## src/rtl/id_ex_pipe_reg_pkg.sv

```systemverilog
// Shared ARM core definitions (package arm_pkg).
// Contents: EXE_CMD_* ALU command encodings, field widths, control-word bit indices
// (9-bit word: S, B, MEM_W, MEM_R, WB, then the 4-bit ALU command) and a pack helper.
package arm_pkg;

  localparam int REG_NUM_BITS = 4;
  localparam int SHIFT_W      = 12;
  localparam int IMM24_W      = 24;
  localparam int SR_W         = 4;
  localparam int EXE_CMD_W    = 4;
  localparam int CTRL_W       = 9;

  localparam int CTRL_S       = 0;
  localparam int CTRL_B       = 1;
  localparam int CTRL_MEM_W   = 2;
  localparam int CTRL_MEM_R   = 3;
  localparam int CTRL_WB      = 4;
  localparam int CTRL_CMD_LSB = 5;

  localparam logic [EXE_CMD_W-1:0] EXE_CMD_NOP = 4'b0000;
  localparam logic [EXE_CMD_W-1:0] EXE_CMD_MOV = 4'b0001;
  localparam logic [EXE_CMD_W-1:0] EXE_CMD_ADD = 4'b0010;
  localparam logic [EXE_CMD_W-1:0] EXE_CMD_ADC = 4'b0011;
  localparam logic [EXE_CMD_W-1:0] EXE_CMD_SUB = 4'b0100;
  localparam logic [EXE_CMD_W-1:0] EXE_CMD_SBC = 4'b0101;
  localparam logic [EXE_CMD_W-1:0] EXE_CMD_AND = 4'b0110;
  localparam logic [EXE_CMD_W-1:0] EXE_CMD_ORR = 4'b0111;
  localparam logic [EXE_CMD_W-1:0] EXE_CMD_EOR = 4'b1000;
  localparam logic [EXE_CMD_W-1:0] EXE_CMD_MVN = 4'b1001;

  typedef logic [CTRL_W-1:0] ctrl_word_t;

  function automatic ctrl_word_t pack_ctrl(input logic wb, input logic mem_r, input logic mem_w,
                                           input logic b, input logic s,
                                           input logic [EXE_CMD_W-1:0] cmd);
    ctrl_word_t c;
    c                                        = '0;
    c[CTRL_WB]                               = wb;
    c[CTRL_MEM_R]                            = mem_r;
    c[CTRL_MEM_W]                            = mem_w;
    c[CTRL_B]                                = b;
    c[CTRL_S]                                = s;
    c[CTRL_CMD_LSB +: EXE_CMD_W]             = cmd;
    return c;
  endfunction

endpackage

```

## src/rtl/id_ex_pipe_reg_if.sv

```systemverilog
// ID->EXE stage bus.
// master: ID-side producer (drives *_in, freeze, flush, id_valid; observes *_out, valid_out)
// slave : the pipeline register (consumes *_in and controls, drives *_out and valid_out)
interface id_ex_pipe_reg_if #(
  parameter int BIT_NUMBER   = 32,
  parameter int REG_NUM_BITS = 4
);
  logic                    freeze, flush, id_valid;
  logic                    wb_en_in, mem_r_en_in, mem_w_en_in, b_in, s_in, imm_in;
  logic [3:0]              exe_cmd_in;
  logic [REG_NUM_BITS-1:0] dest_in, src1_in, src2_in;
  logic [11:0]             shift_operand_in;
  logic [23:0]             signed_imm_24_in;
  logic [BIT_NUMBER-1:0]   val_rn_in, val_rm_in, pc_in;
  logic [3:0]              sr_in;

  logic                    wb_en_out, mem_r_en_out, mem_w_en_out, b_out, s_out, imm_out;
  logic [3:0]              exe_cmd_out;
  logic [REG_NUM_BITS-1:0] dest_out, src1_out, src2_out;
  logic [11:0]             shift_operand_out;
  logic [23:0]             signed_imm_24_out;
  logic [BIT_NUMBER-1:0]   val_rn_out, val_rm_out, pc_out;
  logic [3:0]              sr_out;
  logic                    valid_out;

  modport master (
    output freeze, flush, id_valid, wb_en_in, mem_r_en_in, mem_w_en_in, b_in, s_in, imm_in,
           exe_cmd_in, dest_in, src1_in, src2_in, shift_operand_in, signed_imm_24_in,
           val_rn_in, val_rm_in, pc_in, sr_in,
    input  wb_en_out, mem_r_en_out, mem_w_en_out, b_out, s_out, imm_out, exe_cmd_out,
           dest_out, src1_out, src2_out, shift_operand_out, signed_imm_24_out,
           val_rn_out, val_rm_out, pc_out, sr_out, valid_out
  );

  modport slave (
    input  freeze, flush, id_valid, wb_en_in, mem_r_en_in, mem_w_en_in, b_in, s_in, imm_in,
           exe_cmd_in, dest_in, src1_in, src2_in, shift_operand_in, signed_imm_24_in,
           val_rn_in, val_rm_in, pc_in, sr_in,
    output wb_en_out, mem_r_en_out, mem_w_en_out, b_out, s_out, imm_out, exe_cmd_out,
           dest_out, src1_out, src2_out, shift_operand_out, signed_imm_24_out,
           val_rn_out, val_rm_out, pc_out, sr_out, valid_out
  );
endinterface

```

## src/rtl/id_ex_pipe_reg_sat_counter.sv

```systemverilog
// Saturating up-counter (sticks at all-ones, never wraps).
// Ports: clk, rst (async active-low clear), inc (count enable), count (CNT_W).
module sat_counter #(
  parameter int CNT_W = 32
) (
  input  logic             clk,
  input  logic             rst,
  input  logic             inc,
  output logic [CNT_W-1:0] count
);

  function automatic logic [CNT_W-1:0] sat_inc(input logic [CNT_W-1:0] c);
    if (&c) return c;
    return c + {{(CNT_W-1){1'b0}}, 1'b1};
  endfunction

  always_ff @(posedge clk or negedge rst) begin
    if (!rst)     count <= '0;
    else if (inc) count <= sat_inc(count);
  end

endmodule

```

## src/rtl/id_ex_pipe_reg.sv

```systemverilog
// ID->EXE pipeline register of the ARM core.
// Ports: clk; rst (async, active-low); bus (id_ex_pipe_reg_if.slave: ID-side *_in fields,
//   freeze, flush, id_valid in; EXE-side *_out fields and valid_out out);
//   bubble_cnt / issue_cnt (CNT_W) only when ID_EX_PERF_CNT_EN is defined.
// Priority per edge: freeze (hold everything) > flush (insert bubble) > load.
// An ID hazard bubble (id_valid=0) loads with all state-changing control bits cleared,
// so valid_out=0 always implies wb/mem_r/mem_w/b/s are 0.
module id_ex_pipe_reg #(
  parameter int BIT_NUMBER   = 32,
  parameter int REG_NUM_BITS = 4,
  parameter int CNT_W        = 32
) (
  input  logic             clk,
  input  logic             rst,
  id_ex_pipe_reg_if.slave  bus
`ifdef ID_EX_PERF_CNT_EN
  ,
  output logic [CNT_W-1:0] bubble_cnt,
  output logic [CNT_W-1:0] issue_cnt
`endif
);
  import arm_pkg::*;

  logic       load_en, bubble;
  logic       ctrl_live;
  ctrl_word_t ctrl_p1;
  logic       vld_p1;

  logic                    imm_p1;
  logic [REG_NUM_BITS-1:0] dest_p1, src1_p1, src2_p1;
  logic [SHIFT_W-1:0]      shift_p1;
  logic [IMM24_W-1:0]      imm24_p1;
  logic [BIT_NUMBER-1:0]   rn_p1, rm_p1, pc_p1;
  logic [SR_W-1:0]         sr_p1;

  assign load_en   = ~bus.freeze;
  assign bubble    = bus.flush;
  assign ctrl_live = bus.id_valid;

  // ---- ID -> EXE boundary: control word and valid ----
  always_ff @(posedge clk or negedge rst) begin
    if (!rst) begin
      ctrl_p1 <= '0;
      vld_p1  <= 1'b0;
    end else if (load_en) begin
      if (bubble) begin
        ctrl_p1 <= '0;
        vld_p1  <= 1'b0;
      end else begin
        ctrl_p1 <= pack_ctrl(bus.wb_en_in & ctrl_live, bus.mem_r_en_in & ctrl_live,
                             bus.mem_w_en_in & ctrl_live, bus.b_in & ctrl_live,
                             bus.s_in & ctrl_live, bus.exe_cmd_in);
        vld_p1  <= bus.id_valid;
      end
    end
  end

  // ---- ID -> EXE boundary: datapath fields (loaded on flush too; don't-care then) ----
  always_ff @(posedge clk or negedge rst) begin
    if (!rst) begin
      imm_p1   <= 1'b0;
      dest_p1  <= '0;
      src1_p1  <= '0;
      src2_p1  <= '0;
      shift_p1 <= '0;
      imm24_p1 <= '0;
      rn_p1    <= '0;
      rm_p1    <= '0;
      pc_p1    <= '0;
      sr_p1    <= '0;
    end else if (load_en) begin
      imm_p1   <= bus.imm_in;
      dest_p1  <= bus.dest_in;
      src1_p1  <= bus.src1_in;
      src2_p1  <= bus.src2_in;
      shift_p1 <= bus.shift_operand_in;
      imm24_p1 <= bus.signed_imm_24_in;
      rn_p1    <= bus.val_rn_in;
      rm_p1    <= bus.val_rm_in;
      pc_p1    <= bus.pc_in;
      sr_p1    <= bus.sr_in;
    end
  end

  assign bus.wb_en_out         = ctrl_p1[CTRL_WB];
  assign bus.mem_r_en_out      = ctrl_p1[CTRL_MEM_R];
  assign bus.mem_w_en_out      = ctrl_p1[CTRL_MEM_W];
  assign bus.b_out             = ctrl_p1[CTRL_B];
  assign bus.s_out             = ctrl_p1[CTRL_S];
  assign bus.exe_cmd_out       = ctrl_p1[CTRL_CMD_LSB +: EXE_CMD_W];
  assign bus.valid_out         = vld_p1;
  assign bus.imm_out           = imm_p1;
  assign bus.dest_out          = dest_p1;
  assign bus.src1_out          = src1_p1;
  assign bus.src2_out          = src2_p1;
  assign bus.shift_operand_out = shift_p1;
  assign bus.signed_imm_24_out = imm24_p1;
  assign bus.val_rn_out        = rn_p1;
  assign bus.val_rm_out        = rm_p1;
  assign bus.pc_out            = pc_p1;
  assign bus.sr_out            = sr_p1;

`ifdef ID_EX_PERF_CNT_EN
  sat_counter #(.CNT_W(CNT_W)) u_bubble_cnt (
    .clk   (clk),
    .rst   (rst),
    .inc   (load_en & bubble),
    .count (bubble_cnt)
  );

  sat_counter #(.CNT_W(CNT_W)) u_issue_cnt (
    .clk   (clk),
    .rst   (rst),
    .inc   (load_en & ~bubble & bus.id_valid),
    .count (issue_cnt)
  );
`endif

endmodule
```

## src/flat_wrapper.sv

```systemverilog
// flat-port wrapper written by rule: the top's interface ports become plain ports
module id_ex_pipe_reg_flat import arm_pkg::*;
#(
  parameter int BIT_NUMBER   = 32,
  parameter int REG_NUM_BITS = 4,
  parameter int CNT_W        = 32
)
  (clk, rst, bus_freeze, bus_flush, bus_id_valid, bus_wb_en_in, bus_mem_r_en_in, bus_mem_w_en_in, bus_b_in, bus_s_in, bus_imm_in, bus_exe_cmd_in, bus_dest_in, bus_src1_in, bus_src2_in, bus_shift_operand_in, bus_signed_imm_24_in, bus_val_rn_in, bus_val_rm_in, bus_pc_in, bus_sr_in, bus_wb_en_out, bus_mem_r_en_out, bus_mem_w_en_out, bus_b_out, bus_s_out, bus_imm_out, bus_exe_cmd_out, bus_dest_out, bus_src1_out, bus_src2_out, bus_shift_operand_out, bus_signed_imm_24_out, bus_val_rn_out, bus_val_rm_out, bus_pc_out, bus_sr_out, bus_valid_out);
  id_ex_pipe_reg_if #(.BIT_NUMBER(BIT_NUMBER), .REG_NUM_BITS(REG_NUM_BITS)) bus_i ();
  input  logic clk;
  input  logic rst;
  input wire logic [$bits(bus_i.freeze)-1:0] bus_freeze;
  input wire logic [$bits(bus_i.flush)-1:0] bus_flush;
  input wire logic [$bits(bus_i.id_valid)-1:0] bus_id_valid;
  input wire logic [$bits(bus_i.wb_en_in)-1:0] bus_wb_en_in;
  input wire logic [$bits(bus_i.mem_r_en_in)-1:0] bus_mem_r_en_in;
  input wire logic [$bits(bus_i.mem_w_en_in)-1:0] bus_mem_w_en_in;
  input wire logic [$bits(bus_i.b_in)-1:0] bus_b_in;
  input wire logic [$bits(bus_i.s_in)-1:0] bus_s_in;
  input wire logic [$bits(bus_i.imm_in)-1:0] bus_imm_in;
  input wire logic [$bits(bus_i.exe_cmd_in)-1:0] bus_exe_cmd_in;
  input wire logic [$bits(bus_i.dest_in)-1:0] bus_dest_in;
  input wire logic [$bits(bus_i.src1_in)-1:0] bus_src1_in;
  input wire logic [$bits(bus_i.src2_in)-1:0] bus_src2_in;
  input wire logic [$bits(bus_i.shift_operand_in)-1:0] bus_shift_operand_in;
  input wire logic [$bits(bus_i.signed_imm_24_in)-1:0] bus_signed_imm_24_in;
  input wire logic [$bits(bus_i.val_rn_in)-1:0] bus_val_rn_in;
  input wire logic [$bits(bus_i.val_rm_in)-1:0] bus_val_rm_in;
  input wire logic [$bits(bus_i.pc_in)-1:0] bus_pc_in;
  input wire logic [$bits(bus_i.sr_in)-1:0] bus_sr_in;
  output wire logic [$bits(bus_i.wb_en_out)-1:0] bus_wb_en_out;
  output wire logic [$bits(bus_i.mem_r_en_out)-1:0] bus_mem_r_en_out;
  output wire logic [$bits(bus_i.mem_w_en_out)-1:0] bus_mem_w_en_out;
  output wire logic [$bits(bus_i.b_out)-1:0] bus_b_out;
  output wire logic [$bits(bus_i.s_out)-1:0] bus_s_out;
  output wire logic [$bits(bus_i.imm_out)-1:0] bus_imm_out;
  output wire logic [$bits(bus_i.exe_cmd_out)-1:0] bus_exe_cmd_out;
  output wire logic [$bits(bus_i.dest_out)-1:0] bus_dest_out;
  output wire logic [$bits(bus_i.src1_out)-1:0] bus_src1_out;
  output wire logic [$bits(bus_i.src2_out)-1:0] bus_src2_out;
  output wire logic [$bits(bus_i.shift_operand_out)-1:0] bus_shift_operand_out;
  output wire logic [$bits(bus_i.signed_imm_24_out)-1:0] bus_signed_imm_24_out;
  output wire logic [$bits(bus_i.val_rn_out)-1:0] bus_val_rn_out;
  output wire logic [$bits(bus_i.val_rm_out)-1:0] bus_val_rm_out;
  output wire logic [$bits(bus_i.pc_out)-1:0] bus_pc_out;
  output wire logic [$bits(bus_i.sr_out)-1:0] bus_sr_out;
  output wire logic [$bits(bus_i.valid_out)-1:0] bus_valid_out;
  assign bus_i.freeze = bus_freeze;
  assign bus_i.flush = bus_flush;
  assign bus_i.id_valid = bus_id_valid;
  assign bus_i.wb_en_in = bus_wb_en_in;
  assign bus_i.mem_r_en_in = bus_mem_r_en_in;
  assign bus_i.mem_w_en_in = bus_mem_w_en_in;
  assign bus_i.b_in = bus_b_in;
  assign bus_i.s_in = bus_s_in;
  assign bus_i.imm_in = bus_imm_in;
  assign bus_i.exe_cmd_in = bus_exe_cmd_in;
  assign bus_i.dest_in = bus_dest_in;
  assign bus_i.src1_in = bus_src1_in;
  assign bus_i.src2_in = bus_src2_in;
  assign bus_i.shift_operand_in = bus_shift_operand_in;
  assign bus_i.signed_imm_24_in = bus_signed_imm_24_in;
  assign bus_i.val_rn_in = bus_val_rn_in;
  assign bus_i.val_rm_in = bus_val_rm_in;
  assign bus_i.pc_in = bus_pc_in;
  assign bus_i.sr_in = bus_sr_in;
  assign bus_wb_en_out = bus_i.wb_en_out;
  assign bus_mem_r_en_out = bus_i.mem_r_en_out;
  assign bus_mem_w_en_out = bus_i.mem_w_en_out;
  assign bus_b_out = bus_i.b_out;
  assign bus_s_out = bus_i.s_out;
  assign bus_imm_out = bus_i.imm_out;
  assign bus_exe_cmd_out = bus_i.exe_cmd_out;
  assign bus_dest_out = bus_i.dest_out;
  assign bus_src1_out = bus_i.src1_out;
  assign bus_src2_out = bus_i.src2_out;
  assign bus_shift_operand_out = bus_i.shift_operand_out;
  assign bus_signed_imm_24_out = bus_i.signed_imm_24_out;
  assign bus_val_rn_out = bus_i.val_rn_out;
  assign bus_val_rm_out = bus_i.val_rm_out;
  assign bus_pc_out = bus_i.pc_out;
  assign bus_sr_out = bus_i.sr_out;
  assign bus_valid_out = bus_i.valid_out;
  id_ex_pipe_reg #(.BIT_NUMBER(BIT_NUMBER), .REG_NUM_BITS(REG_NUM_BITS), .CNT_W(CNT_W)) u_core (.clk(clk), .rst(rst), .bus(bus_i));
endmodule
```

## config.mk

```make
export PLATFORM = sky130hd
export DESIGN_NAME = id_ex_pipe_reg_flat
export DESIGN_NICKNAME = d
export VERILOG_FILES = /design/src/rtl/id_ex_pipe_reg_pkg.sv /design/src/rtl/id_ex_pipe_reg_if.sv /design/src/rtl/id_ex_pipe_reg_sat_counter.sv /design/src/rtl/id_ex_pipe_reg.sv /design/src/flat_wrapper.sv
export SDC_FILE = /design/constraint.sdc
export NUM_CORES = 1
export LEC_CHECK = 0
export CORE_ASPECT_RATIO = 1.2
export CORE_MARGIN = 1
export CORE_UTILIZATION = 40
export CTS_CLUSTER_DIAMETER = 80
export DETAILED_ROUTE_END_ITERATION = 8
export PLACE_DENSITY = 0.82
export SLEW_MARGIN = 20
export SYNTH_ARGS = -nofsm -noshare
export SYNTH_HDL_FRONTEND = slang
export SYNTH_SLANG_ARGS = --single-unit
```

## constraint.sdc

```tcl
create_clock -name clk -period 1 [get_ports clk]
set_input_delay 0.2 -clock clk [delete_from_list [all_inputs] [get_ports clk]]
set_output_delay 0.2 -clock clk [all_outputs]
set_load 0.02 [all_outputs]
```

# --- Word-level counts from Yosys, hierarchy flattened ---
# Cells that the tools add are included.
totals:
  in_bits: 163
  regBits: 159
  output_inout_bits: 159
  wordCells: 19
op_classes:
  bitwise_logic: 5
  mux: 2
ops:
  columns: ["op", "n"]
  rows:
  - ["$mux 9", 1]
  - ["$and 1x1->1", 5]
  - ["$mux 1", 1]

# --- Depth between registers and ports, before layout ---
depth:
  depth_word: 2
  depth_mapped: 5
  depth_no_buf: 2

# --- Worst setup path before layout ---
# OpenSTA, ideal clock, no wires.
synth_timing:
  path_kind: "input-to-reg"
  startpoint: "in bus_freeze"
  endpoint: "reg u_core.pc_p1[0], in the netlist u_core.bus.pc_out[0]"
  setup_slack_ns: -0.029
  stages: 4
  arrival_ns: 0.904
  required_ns: 0.875
  setup_time_ns: 0.125
  path_buffers: 3
  cell_sequence: "buf_6 -> buf_6 -> buf_6 -> mux2_4"
synth_lines:
  columns: ["item", "line", "text"]
  rows:
  - ["from (decl)", "flat_wrapper.sv:12", "input wire logic [$bits(bus_i.freeze)-1:0] bus_freeze;"]
  - ["to (signal assigned)", "id_ex_pipe_reg.sv:80", "pc_p1 <= bus.pc_in;"]
  - ["to (decl)", "id_ex_pipe_reg.sv:33", "logic [BIT_NUMBER-1:0] rn_p1, rm_p1, pc_p1;"]
# No word-level cell between the ends.

# --- Worst setup path in the final report ---
layout_timing:
  startpoint: "reg u_core.sr_p1[3], in the netlist u_core.bus.sr_out[3]"
  endpoint: "out bus_sr_out[3]"
layout_lines:
  columns: ["item", "line", "text"]
  rows:
  - ["from (decl)", "id_ex_pipe_reg.sv:34", "logic [SR_W-1:0] sr_p1;"]
  - ["from (signal assigned)", "id_ex_pipe_reg.sv:81", "sr_p1 <= bus.sr_in;"]
  - ["to (decl)", "flat_wrapper.sv:46", "output wire logic [$bits(bus_i.sr_out)-1:0] bus_sr_out;"]
# No word-level cell between the ends.

==> flow_summary_export.csv <==
group,metric,value,unit
logic_synthesis,synth-seq-area-share,0.6238,
timing,finalSetupViolations,178,
cells_and_area,nets,984,
detailed_routing,top_layer_used,"met4",
cts,path_clk_slew,60,ps
critical_path,critPathCapture,"bus_sr_out[3]",
die,fp-row-count,50,
timing,period_share,1.188,
cells_and_area,final_util,0.7577,
die,ioPinCount,322,
cts,cts_tree,"built",
place,io_buffer_count,321,
grt,grt_pass1_vias,5364,
timing,worst_slew_pin_slew,259.3,ps
logic_synthesis,yosysWarnings,0,
logic_synthesis,synth_area,6379,µm²
cells_and_area,drive_gt1_frac,0.5791,
detailed_routing,drt_iter0_drc,95,
critical_path,arrival,990,ps
min_path,hp-class,"in -> async",
detailed_routing,routed_wl,20450,µm
timing,rsz0062_at_grt,"true",
grt,grt_max_degree,49,
logic_synthesis,syn-num-nets,517,
detailed_routing,wire_per_inst,19.63,µm
critical_path,worstSetupPathType,"reg -> out",
cells_and_area,multi_input_area,2221,µm²
place,post-place-cells,931,
die,die_x,117.3,µm
job,cap_violations,0,
cells_and_area,regArea,3979,µm²
outcome,violations,"setup timing",
critical_path,worstSetupStartpointType,"register",
cells_and_area,num_antenna_cells,0,
critical_path,slowest_delay,420,ps
logic_synthesis,synth_cells,354,
critical_path,crit_fanout,2,
timing,tns,-24230,ps
timing,finalCriticalPeriod,1188,ps
critical_path,crit_path_cell_trace,"buf_6",
timing,slew_viol_final,0,
detailed_routing,wl_met2,11050,µm
place,place_ws,-206.5,ps
timing,hold_violations,0,
critical_path,reg2reg_to,"u_core.bus.val_rn_out[8]",
power,p_leak,5.639,nW
die,die_h,140.3,µm
critical_path,r2r_start,"u_core.bus.val_rn_out[8]",
die,core-area,15580,µm²
place,placed_area,10280,µm²
grt,antenna_found_initial,0,
detailed_routing,drtAntennaViolNets,0,
critical_path,worst_path_max_delay_cell,"dfrtp_1",
detailed_routing,drc_errors,0,
cells_and_area,final_cell_area,11800,µm²
die,initial_utilization,0.4095,
critical_path,path_buf_inv,1,
cells_and_area,nFillCells,881,
place,place_hpwl,13290,µm
critical_path,worstPathRequired,800,ps
grt,grt_pass1_wl,29080,µm
detailed_routing,detail_route.vias_per_cell,4.682,
cts,cts_made_buffers,17,
power,p_per_area,1641,nW/µm²
critical_path,r2r_slack,-20,ps
timing,max_clock_freq,0.8416,GHz
critical_path,r2r_cells,3,
place,place.gp.congestion,0.7758,
grt,grt.overflow.total,0,
timing,relSlewSlack,0.8271,
logic_synthesis,synth_seq_cells,159,
logic_synthesis,syn_area_per_cell,18.02,µm²
cts,root_buffer,"clkbuf_16",
detailed_routing,first_pass_iters,4,
detailed_routing,met1_length,7109,µm
critical_path,cp.depth,1,
die,die_area,16460,µm²
cts,clock_latency,420,ps
critical_path,crit_path_end_kind,"output pin",
power,ir_drop,0.9568,mV
cts,clockBufferDepth,2,
outcome,outcome,"finished with violations",
critical_path,critPathLaunch,"u_core.bus.sr_out[3]",
cts,htree_levels,4,
critical_path,critPathTopFamily,"flip-flops",
logic_synthesis,synth.distinct_cells,10,
cells_and_area,syn2layout_area_growth,85.03,%
cells_and_area,layoutNonFillerInstCount,1042,
cts,cts_sinks,159,
detailed_routing,routed-via-count,4879,
detailed_routing,route.met3.wl,1669,µm
timing,fin_ws,-188.2,ps
grt,grt_usage,0.2398,
timing,finClkSkew,0,ps
==> power by group <==
part | switching (W) | total, W | internal (W) | leakage, nW
clock network | 0.00263 | 0.00652 | 0.00389 | 0.281
logic | 0.00199 | 0.00528 | 0.00328 | 3.48
registers | 0.000506 | 0.00758 | 0.00707 | 1.87
total | 0.00513 | 0.0194 | 0.0142 | 5.64
==> registers in the layout, summed over array words and instances, names as in the netlist, 4 cells and up <==
register	cells
u_core.bus.pc_out	32
u_core.bus.val_rm_out	32
u_core.bus.val_rn_out	32
u_core.bus.signed_imm_24_out	24
u_core.bus.shift_operand_out	12
u_core.ctrl_p1	9
u_core.bus.dest_out	4
u_core.bus.sr_out	4
u_core.bus.src1_out	4
u_core.bus.src2_out	4
==> layout by cell type, fill, tap and decap left out, types with 8 or more instances in the layout <==
master	count
o21ai_0	8
clkdlybuf4s50_1	160
dfrtp_1	159
clkbuf_16	17
mux2_4	107
nand2_1	8
buf_4	99
nand2b_1	8
buf_6	198
mux2_2	42
buf_12	8
==> synth_stat cells <==
| master | instances | share of area |
|---|---|---|
| mux2_2 | 43 | 0.076 |
| buf_2 | 5 | 0.0039 |
| nor2_1 | 1 | 0.00059 |
| nand2b_1 | 8 | 0.0078 |
| nand2_1 | 8 | 0.0047 |
| a22o_1 | 2 | 0.0027 |
| mux2_4 | 106 | 0.25 |
| o21ai_0 | 8 | 0.0063 |
| dfrtp_1 | 159 | 0.62 |
| buf_6 | 14 | 0.025 |
==> cells by family (layout without fill, tap and decap cells) <==
family,count (synthesis),count (layout),share of synthesized area
buffers and inverters,19,499,0.02864
AOI/OAI and AO/OA,10,10,0.009024
muxes,149,149,0.3254
DFF,159,159,0.6238
and+or+nand+nor,17,17,0.01314
==> metal layers <==
| layer | vias up | global-route usage |
|---|---|---|
| met5 | - | 0 |
| met4 | 0 | 0.09061 |
| met3 | 48 | 0.08524 |
| met2 | 232 | 0.4390 |
| met1 | 2425 | 0.2437 |
| li1 | 2174 | - |
==> stage by stage <==
step / total power (W) / hold slack [ps]
after floorplan: 0.009423 / -95.59
after detailed placement: 0.01205 / 72.11
after global routing: 0.02006 / 216.8
after CTS: 0.01916 / 204.4
final: 0.01937 / 218.1
after global placement: 0.01191 / 73.88
==> worst min path at each step <==
stage	start	end	slack, ps	cells past startpoint
6_report	rst	u_core.bus.val_rm_out[23]	220	2
3_3_place_gp	rst	u_core.bus.val_rm_out[23]	70	1
3_5_place_dp	rst	u_core.bus.val_rm_out[23]	70	1
5_1_grt	rst	u_core.bus.val_rm_out[23]	220	2
2_1_floorplan	rst	u_core.bus.dest_out[0]	-100	0
4_1_cts	rst	u_core.bus.val_rm_out[23]	200	2
==> repair_timing <==
action,4_1_cts,5_1_grt
hold buffers,1,0
gates resized for setup,954,39
hold endpoints to repair,159,0
cloned,0,0
pin swaps,0,0
endpoints found under the setup margin,159,184
setup buffers,62,44
==> area by class of cell <==
type	instances	share of cell area
repair buffers	467	0.4032
flip-flops and latches	159	0.3371
multi-input cells	176	0.1882
clock buffers	24	0.04081
well taps	208	0.02205
clock inverters	8	0.008693
(Power assumes the default switching activity.)
